$ cat src/rtl/window_buffer_3x3.sv
// ---------------------------------------------------------------------------
// window_buffer_3x3
//   3x3 sliding-window generator for a raster-order pixel stream. Two
//   IMG_W-deep line buffers supply the two previous rows. The upper buffer
//   can be loaded with an external feedback value instead of the row below
//   it, which turns the downstream filter into a recursive one.
//
// Ports
//   clk        rising-edge clock
//   rst        asynchronous, active-low reset
//   in_valid   pixel beat qualifier (no backpressure)
//   in_sof     start of frame, forces the beat to position (0,0)
//   in_pixel   raster-order pixel
//   fb_en      select fb_data as the value pushed into the upper line buffer
//   fb_data    feedback value
//   win        9 taps, tap k=3r+c at win[DATA_W*k +: DATA_W], k=8 newest
//   out_valid  win is a complete window lying fully inside the image
//   out_row    centre row of win
//   out_col    centre column of win
//   frame_done one-cycle pulse after the last pixel of a frame
// ---------------------------------------------------------------------------
module window_buffer_3x3 #(
    parameter int DATA_W = 8,
    parameter int IMG_W  = 256,
    parameter int IMG_H  = 256
) (
    input  logic                       clk,
    input  logic                       rst,
    input  logic                       in_valid,
    input  logic                       in_sof,
    input  logic [DATA_W-1:0]          in_pixel,
    input  logic                       fb_en,
    input  logic [DATA_W-1:0]          fb_data,
    output logic [9*DATA_W-1:0]        win,
    output logic                       out_valid,
    output logic [$clog2(IMG_H)-1:0]   out_row,
    output logic [$clog2(IMG_W)-1:0]   out_col,
    output logic                       frame_done
);

    localparam int RW = $clog2(IMG_H);
    localparam int CW = $clog2(IMG_W);

    localparam logic [RW-1:0] ROW_LAST = RW'(IMG_H - 1);
    localparam logic [CW-1:0] COL_LAST = CW'(IMG_W - 1);

    // Position counters of the next beat to be accepted.
    logic [RW-1:0] row;
    logic [CW-1:0] col;

    // Line-buffer write/read pointer. It is a pure IMG_W-beat delay and is
    // deliberately independent of the position counters, so in_sof does not
    // disturb it.
    logic [CW-1:0] ptr;

    logic [DATA_W-1:0] lb_lo [IMG_W];
    logic [DATA_W-1:0] lb_hi [IMG_W];
    logic [DATA_W-1:0] lo_out;
    logic [DATA_W-1:0] hi_out;

    // Window registers, w[r][c]: r=0 oldest row, c=0 oldest column.
    logic [DATA_W-1:0] w [3][3];

    // Position of the current beat after in_sof override.
    logic [RW-1:0] cur_row;
    logic [CW-1:0] cur_col;
    logic          qual;
    logic          last_pix;

    // NOTE: every signal driven here gets a value on every path, so no latch
    // can be inferred.
    always_comb begin
        cur_row  = in_sof ? '0 : row;
        cur_col  = in_sof ? '0 : col;
        qual     = (cur_row >= RW'(2)) && (cur_col >= CW'(2));
        last_pix = (cur_row == ROW_LAST) && (cur_col == COL_LAST);
    end

    // Read-before-write: the popped value is the one stored IMG_W beats ago.
    assign lo_out = lb_lo[ptr];
    assign hi_out = lb_hi[ptr];

    // NOTE: line-buffer storage has no reset; stale contents are never
    // qualified because validity is gated by the position counters, and a
    // reset-free array maps onto plain RAM.
    always_ff @(posedge clk) begin
        if (in_valid) begin
            lb_lo[ptr] <= in_pixel;
            lb_hi[ptr] <= fb_en ? fb_data : lo_out;
        end
    end

    // NOTE: all sequential state uses non-blocking assignments so every
    // register samples the pre-edge values of the others.
    always_ff @(posedge clk or negedge rst) begin
        if (!rst) begin
            row        <= '0;
            col        <= '0;
            ptr        <= '0;
            out_valid  <= 1'b0;
            out_row    <= '0;
            out_col    <= '0;
            frame_done <= 1'b0;
            for (int r = 0; r < 3; r++) begin
                for (int c = 0; c < 3; c++) begin
                    w[r][c] <= '0;
                end
            end
        end else if (in_valid) begin
            // Position advance, raster order with wrap at frame end.
            if (cur_col == COL_LAST) begin
                col <= '0;
                row <= (cur_row == ROW_LAST) ? '0 : cur_row + 1'b1;
            end else begin
                col <= cur_col + 1'b1;
                row <= cur_row;
            end

            ptr <= (ptr == COL_LAST) ? '0 : ptr + 1'b1;

            // Shift window one column left, new right column from the
            // stream and the two line-buffer outputs.
            for (int r = 0; r < 3; r++) begin
                w[r][0] <= w[r][1];
                w[r][1] <= w[r][2];
            end
            w[0][2] <= hi_out;
            w[1][2] <= lo_out;
            w[2][2] <= in_pixel;

            out_valid  <= qual;
            frame_done <= last_pix;
            if (qual) begin
                out_row <= cur_row - 1'b1;
                out_col <= cur_col - 1'b1;
            end
        end else begin
            out_valid  <= 1'b0;
            frame_done <= 1'b0;
        end
    end

    for (genvar r = 0; r < 3; r++) begin : g_row
        for (genvar c = 0; c < 3; c++) begin : g_col
            assign win[DATA_W*(3*r+c) +: DATA_W] = w[r][c];
        end
    end

endmodule
$ cat config.mk
export PLATFORM = sky130hd
export DESIGN_NAME = window_buffer_3x3
export DESIGN_NICKNAME = d
export VERILOG_FILES = /design/src/rtl/window_buffer_3x3.sv
export SDC_FILE = /design/constraint.sdc
export NUM_CORES = 2
export LEC_CHECK = 0
export CAP_MARGIN = 20
export CORE_AREA = 2 2 722 652
export DETAILED_ROUTE_END_ITERATION = 16
export DIE_AREA = 0 0 724 654
export GPL_TIMING_DRIVEN = 0
export PLACE_DENSITY_LB_ADDON = 0.3
export SLEW_MARGIN = 20
export SYNTH_ARGS = -nofsm -noshare
export SYNTH_HDL_FRONTEND = slang
export SYNTH_SLANG_ARGS = --single-unit
$ cat constraint.sdc
create_clock -name clk -period 17.09 [get_ports clk]
set_input_delay 3.418 -clock clk [delete_from_list [all_inputs] [get_ports clk]]
set_output_delay 3.418 -clock clk [all_outputs]
set_load 0.02 [all_outputs]
Yosys cells after proc, flatten, opt, wreduce, memory -nomap -nowiden. Memory sizes are Yosys's and may differ from the RTL's. A register that Yosys moved wholly into a read port is not among the register bits. Index checks and enable logic that the tools add are counted.

Input bits: 21. Bits in latches: 0. Memories: 2. ROM bits: 0. RAM bits: 4096. Bits in registers: 106.

Memories: lb_hi (depth 256, bits a word 8, rd ports 1, clocked after Yosys merged registers in 1, write ports 1, RTL line 57) `logic [DATA_W-1:0] lb_hi [IMG_W];`; lb_lo (depth 256, bits a word 8, rd ports 1, clocked after Yosys merged registers in 0, write ports 1, RTL line 56) `logic [DATA_W-1:0] lb_lo [IMG_W];`.

$lt $le $gt $ge: 2. Reduce and logical (&&, ||, !) cells: 4. $mul: 0. Eq/ne operators: 3. Add/sub/neg operators: 5. Bitwise operators: 0. Muxes and demuxes: 11. Divide/modulo/power cells: 0. Shift operators: 0.

Operator list (number): $mux 8 (7); $add 8x1->8 const B (3); $eq 8x8->1 const B (3); $ge 8x2->1 const B (2); $sub 8x1->8 const B (2); $mux 1 (4); $logic_and 1x1->1 (2); $reduce_and 2->1 (1); $logic_not 1->1 (1).

Logic depth before layout (Yosys ltp).
Depth after elaboration: 4. Mapped depth: 13.

Least setup slack after synthesis. No wires, ideal clock.

Path kind: in2reg. From: input fb_en. To: memory lb_hi[0][6], data pin. Data arrival time: 13792 ps. Slack: 1056 ps. Cell stages on the path: 1. Setup time: 2243 ps. Buffers on the path: 0. Required time: 14847 ps. Cell sequence: o31ai_1.

Longest elaborated chain between the ends: 1.

Ends and longest elaborated chain: start: declaration (RTL line 32) `input logic fb_en,`; $mux 8 (RTL line 89) `lb_hi[ptr] <= fb_en ? fb_data : lo_out;`; end: declaration (RTL line 57).

Every way passes these cells.

Worst setup path after layout.
From: input in_valid. To: memory lb_lo[187][5], enable pin.

Longest elaborated chain between the ends: 2.

Ends and longest elaborated chain: start: declaration (RTL line 29) `input logic in_valid,`; $mux 1 (RTL line 87) `if (in_valid) begin`; $mux 1 (not written as such) (RTL line 88) `lb_lo[ptr] <= in_pixel;`; end: declaration (RTL line 56).

Every way passes these cells.

==> results.cfg <==
[clock_network]
htreeDepth = 5
clk_pin_slew_worst_paths_ns = 0.06
clock-root-buffer = clkbuf_16
numCtsBuffers = 410
clkSinkCount = 4210
cts_hold_buf = 0
cts_buffer_depth = 4
cts_tree = done
insertion_delay_ns = 1.06
cts_resized = 0
cts_setup_buffers = 0

[global_routing]
grt_pass1_vias = 84158
globalRouteOverflowTotal = 0
grt_pass1_wl_um = 762000
antenna_found_initial = 51
grt_max_degree = 136
grt_usage_pct = 23.9

[setup_path]
cp.required_ns = 17.70
endpoint_kind = register
crit_fanout = 16
arrival_ns = 8.55
reg2reg_from = ptr[1]
r2r_slack_ns = 9.90
crit_path_start_kind = primary input
timing.rr.end = lb_hi[187][6]
reg2regPathDepth = 19
path_cells = clkdlybuf4s50_1 > clkbuf_1 > clkbuf_1 > nand3_2 > clkbuf_2 > buf_16 > nor2_4
crit_type = primary input to register
cp-startpoint = in_valid
slowest_delay_ns = 1.02
crit_top_cell = clkbuf_1
slowest_stage = nand3_2

[routing]
drcViolationCount = 0
drt_pre_antenna_iters = 8
wl_per_cell_um = 38.8
drt-vias-per-instance = 5.92
drt_iter0_drc = 15637
drtAntennaViolNets = 0
totalWireLength_um = 579000
dr_total_vias = 88238

[timing]
worstMarginPinSlew_ns = 1.32
period_minus_slack_ns = 7.93
hold_viol_final = 0
hold-worst-slack_ns = 0.482
slew_viol_final = 0
fmax_mhz = 126
setup_viol = 0
layout_setup_ws_ns = 9.16
rsz0062_at_grt = false
clock_skew_ns = 0.0813
setup_tns_ns = 0
relSlewSlack_pct = 12.0
period_share_pct = 46.4

[floorplan]
core_area_um2 = 466000
die_w_um = 724
num_rows = 238
initial_utilization_pct = 34.9
die_area_um2 = 473000
io_pins = 111
die_h_um = 654

[yosys]
synth_cells = 7547
syn-cell-area_um2 = 163000
synth-seq-cells = 4210
synth.distinct_cells = 67
syn-num-nets = 7578
synth-main-ff-cell = edfxtp_1
ys_warn_count = 0
synth_enable_flop_cells = 4096
syn_area_per_cell_um2 = 21.6
seq_area_frac_synth_pct = 77.3
async_reset_ff_share_pct = 2.71

[final_layout]
fillCellCount = 40456
num-nets-final = 8330
final_common_cell = edfxtp_1
final_area_um2 = 192000
area_delta_synth_final_pct = 17.8
final_cell_mix = edfxtp_1, mux4_2, mux2i_1
drive_above_1_share_pct = 28.9

[placement]
hpwlAfterDp_um = 404000
dp_worst_setup_slack_ns = 8.54
routabilityCongestion = 0.978
port_buffers = 109
placed_area_um2 = 178000

[power]
ir_drop_v = 0.000120
leakagePower_nw = 59.8
cellPowerDensity_nw_per_um2 = 161

[min_path]
min_path_type = register to register
worst_hold_startpoint = out_col[4]
min_path_cells = 2
min_to = out_col[4]

[job]
maxCapViolations = 0

[outcome]
status = finished clean
## Yosys cell counts (all sizes together) (28+ instances only)
master / number / share of area [%]
o21ai: 100 / 0.31
nand4: 29 / 0.11
edfxtp: 4096 / 76
nor2b: 28 / 0.11
nor2: 344 / 0.79
dfrtp: 114 / 1.8
mux2: 66 / 0.46
nand3: 172 / 0.53
buf: 277 / 1.1
mux4: 950 / 13
clkbuf: 171 / 0.39
a22oi: 212 / 0.98
a21oi: 48 / 0.15
mux2i: 423 / 2.6
nor3: 37 / 0.11
o22ai: 56 / 0.22
nand2: 152 / 0.35
## worst max-delay path by stage
stage | endpoint | slack [ns] | depth (start not counted)
3_5_place_dp | lb_lo[27][0] | 8.54 | 7
4_1_cts | lb_lo[186][5] | 9.58 | 7
3_3_place_gp | lb_hi[212][6] | -14.30 | 8
2_1_floorplan | lb_hi[0][6] | 1.06 | 1
6_report | lb_lo[187][5] | 9.16 | 7
5_1_grt | lb_lo[187][1] | 9.36 | 7
## layout make-up
| cell class | instances | area [um2] | share of cell area [%] |
|---|---|---|---|
| Sequential cell | 4210 | 126000 | 65.7 |
| Tap cell | 6240 | 7810 | 4.07 |
| Clock inverter | 239 | 2320 | 1.21 |
| Buffer | 448 | 2580 | 1.35 |
| Timing Repair Buffer | 340 | 5780 | 3.01 |
| Antenna cell | 16 | 40.0 | 0.0209 |
| Inverter | 21 | 78.8 | 0.0411 |
| Clock buffer | 517 | 10800 | 5.66 |
| Multi-Input combinational cell | 2868 | 36400 | 19.0 |
## metrics by stage
step           power, mW  util (%)  instances
2_1_floorplan       17.0         -       7547
3_3_place_gp        21.6      36.9      13896
5_1_grt             31.3      41.2      14887
6_report            30.8      41.2      14899
3_5_place_dp        21.6      38.3      14127
4_1_cts             30.5      41.1      14883
## worst max-delay path: cells and delay by family
family / cells / cell delay (ns)
buffers and inverters: 5 / 3.47
and+or+nand+nor: 2 / 1.58
## logic make-up after synthesis
| group | after synthesis | synth area share (%) |
|---|---|---|
| xor+xnor | 15 | 0.0807 |
| simple gates | 827 | 2.26 |
| buf+inv | 469 | 1.56 |
| compound gates | 577 | 2.49 |
| mux | 1439 | 16.2 |
| fa+ha+maj | 10 | 0.0769 |
| flops | 4210 | 77.3 |
## per-layer routing
| metal | global-route usage, % | part of all wire, % | wire (um) |
|---|---|---|---|
| met1 | 32.5 | 38 | 221000 |
| met2 | 34.2 | 42 | 245000 |
| met3 | 8.50 | 14 | 78100 |
| met4 | 11.5 | 5.9 | 34000 |
| met5 | 0 | 0.063 | 362 |
## state kept, by name, indices dropped and copies added, names as in the netlist
| register | count |
|---|---|
| frame_done | 1 |
| row | 8 |
| ptr | 8 |
| lb_hi | 2048 |
| lb_lo | 2048 |
| out_row | 8 |
| col | 8 |
| out_col | 8 |
| out_valid | 1 |
| win | 72 |
## power by group
part	leakage, nW	total [mW]	internal (mW)	switching [mW]
Clock	6.43	9.06	5.00	4.06
Sequential	38.3	12.6	12.5	0.143
Combinational	15.1	9.15	2.77	6.38
Note: power is estimated with default switching activity, not from simulation.
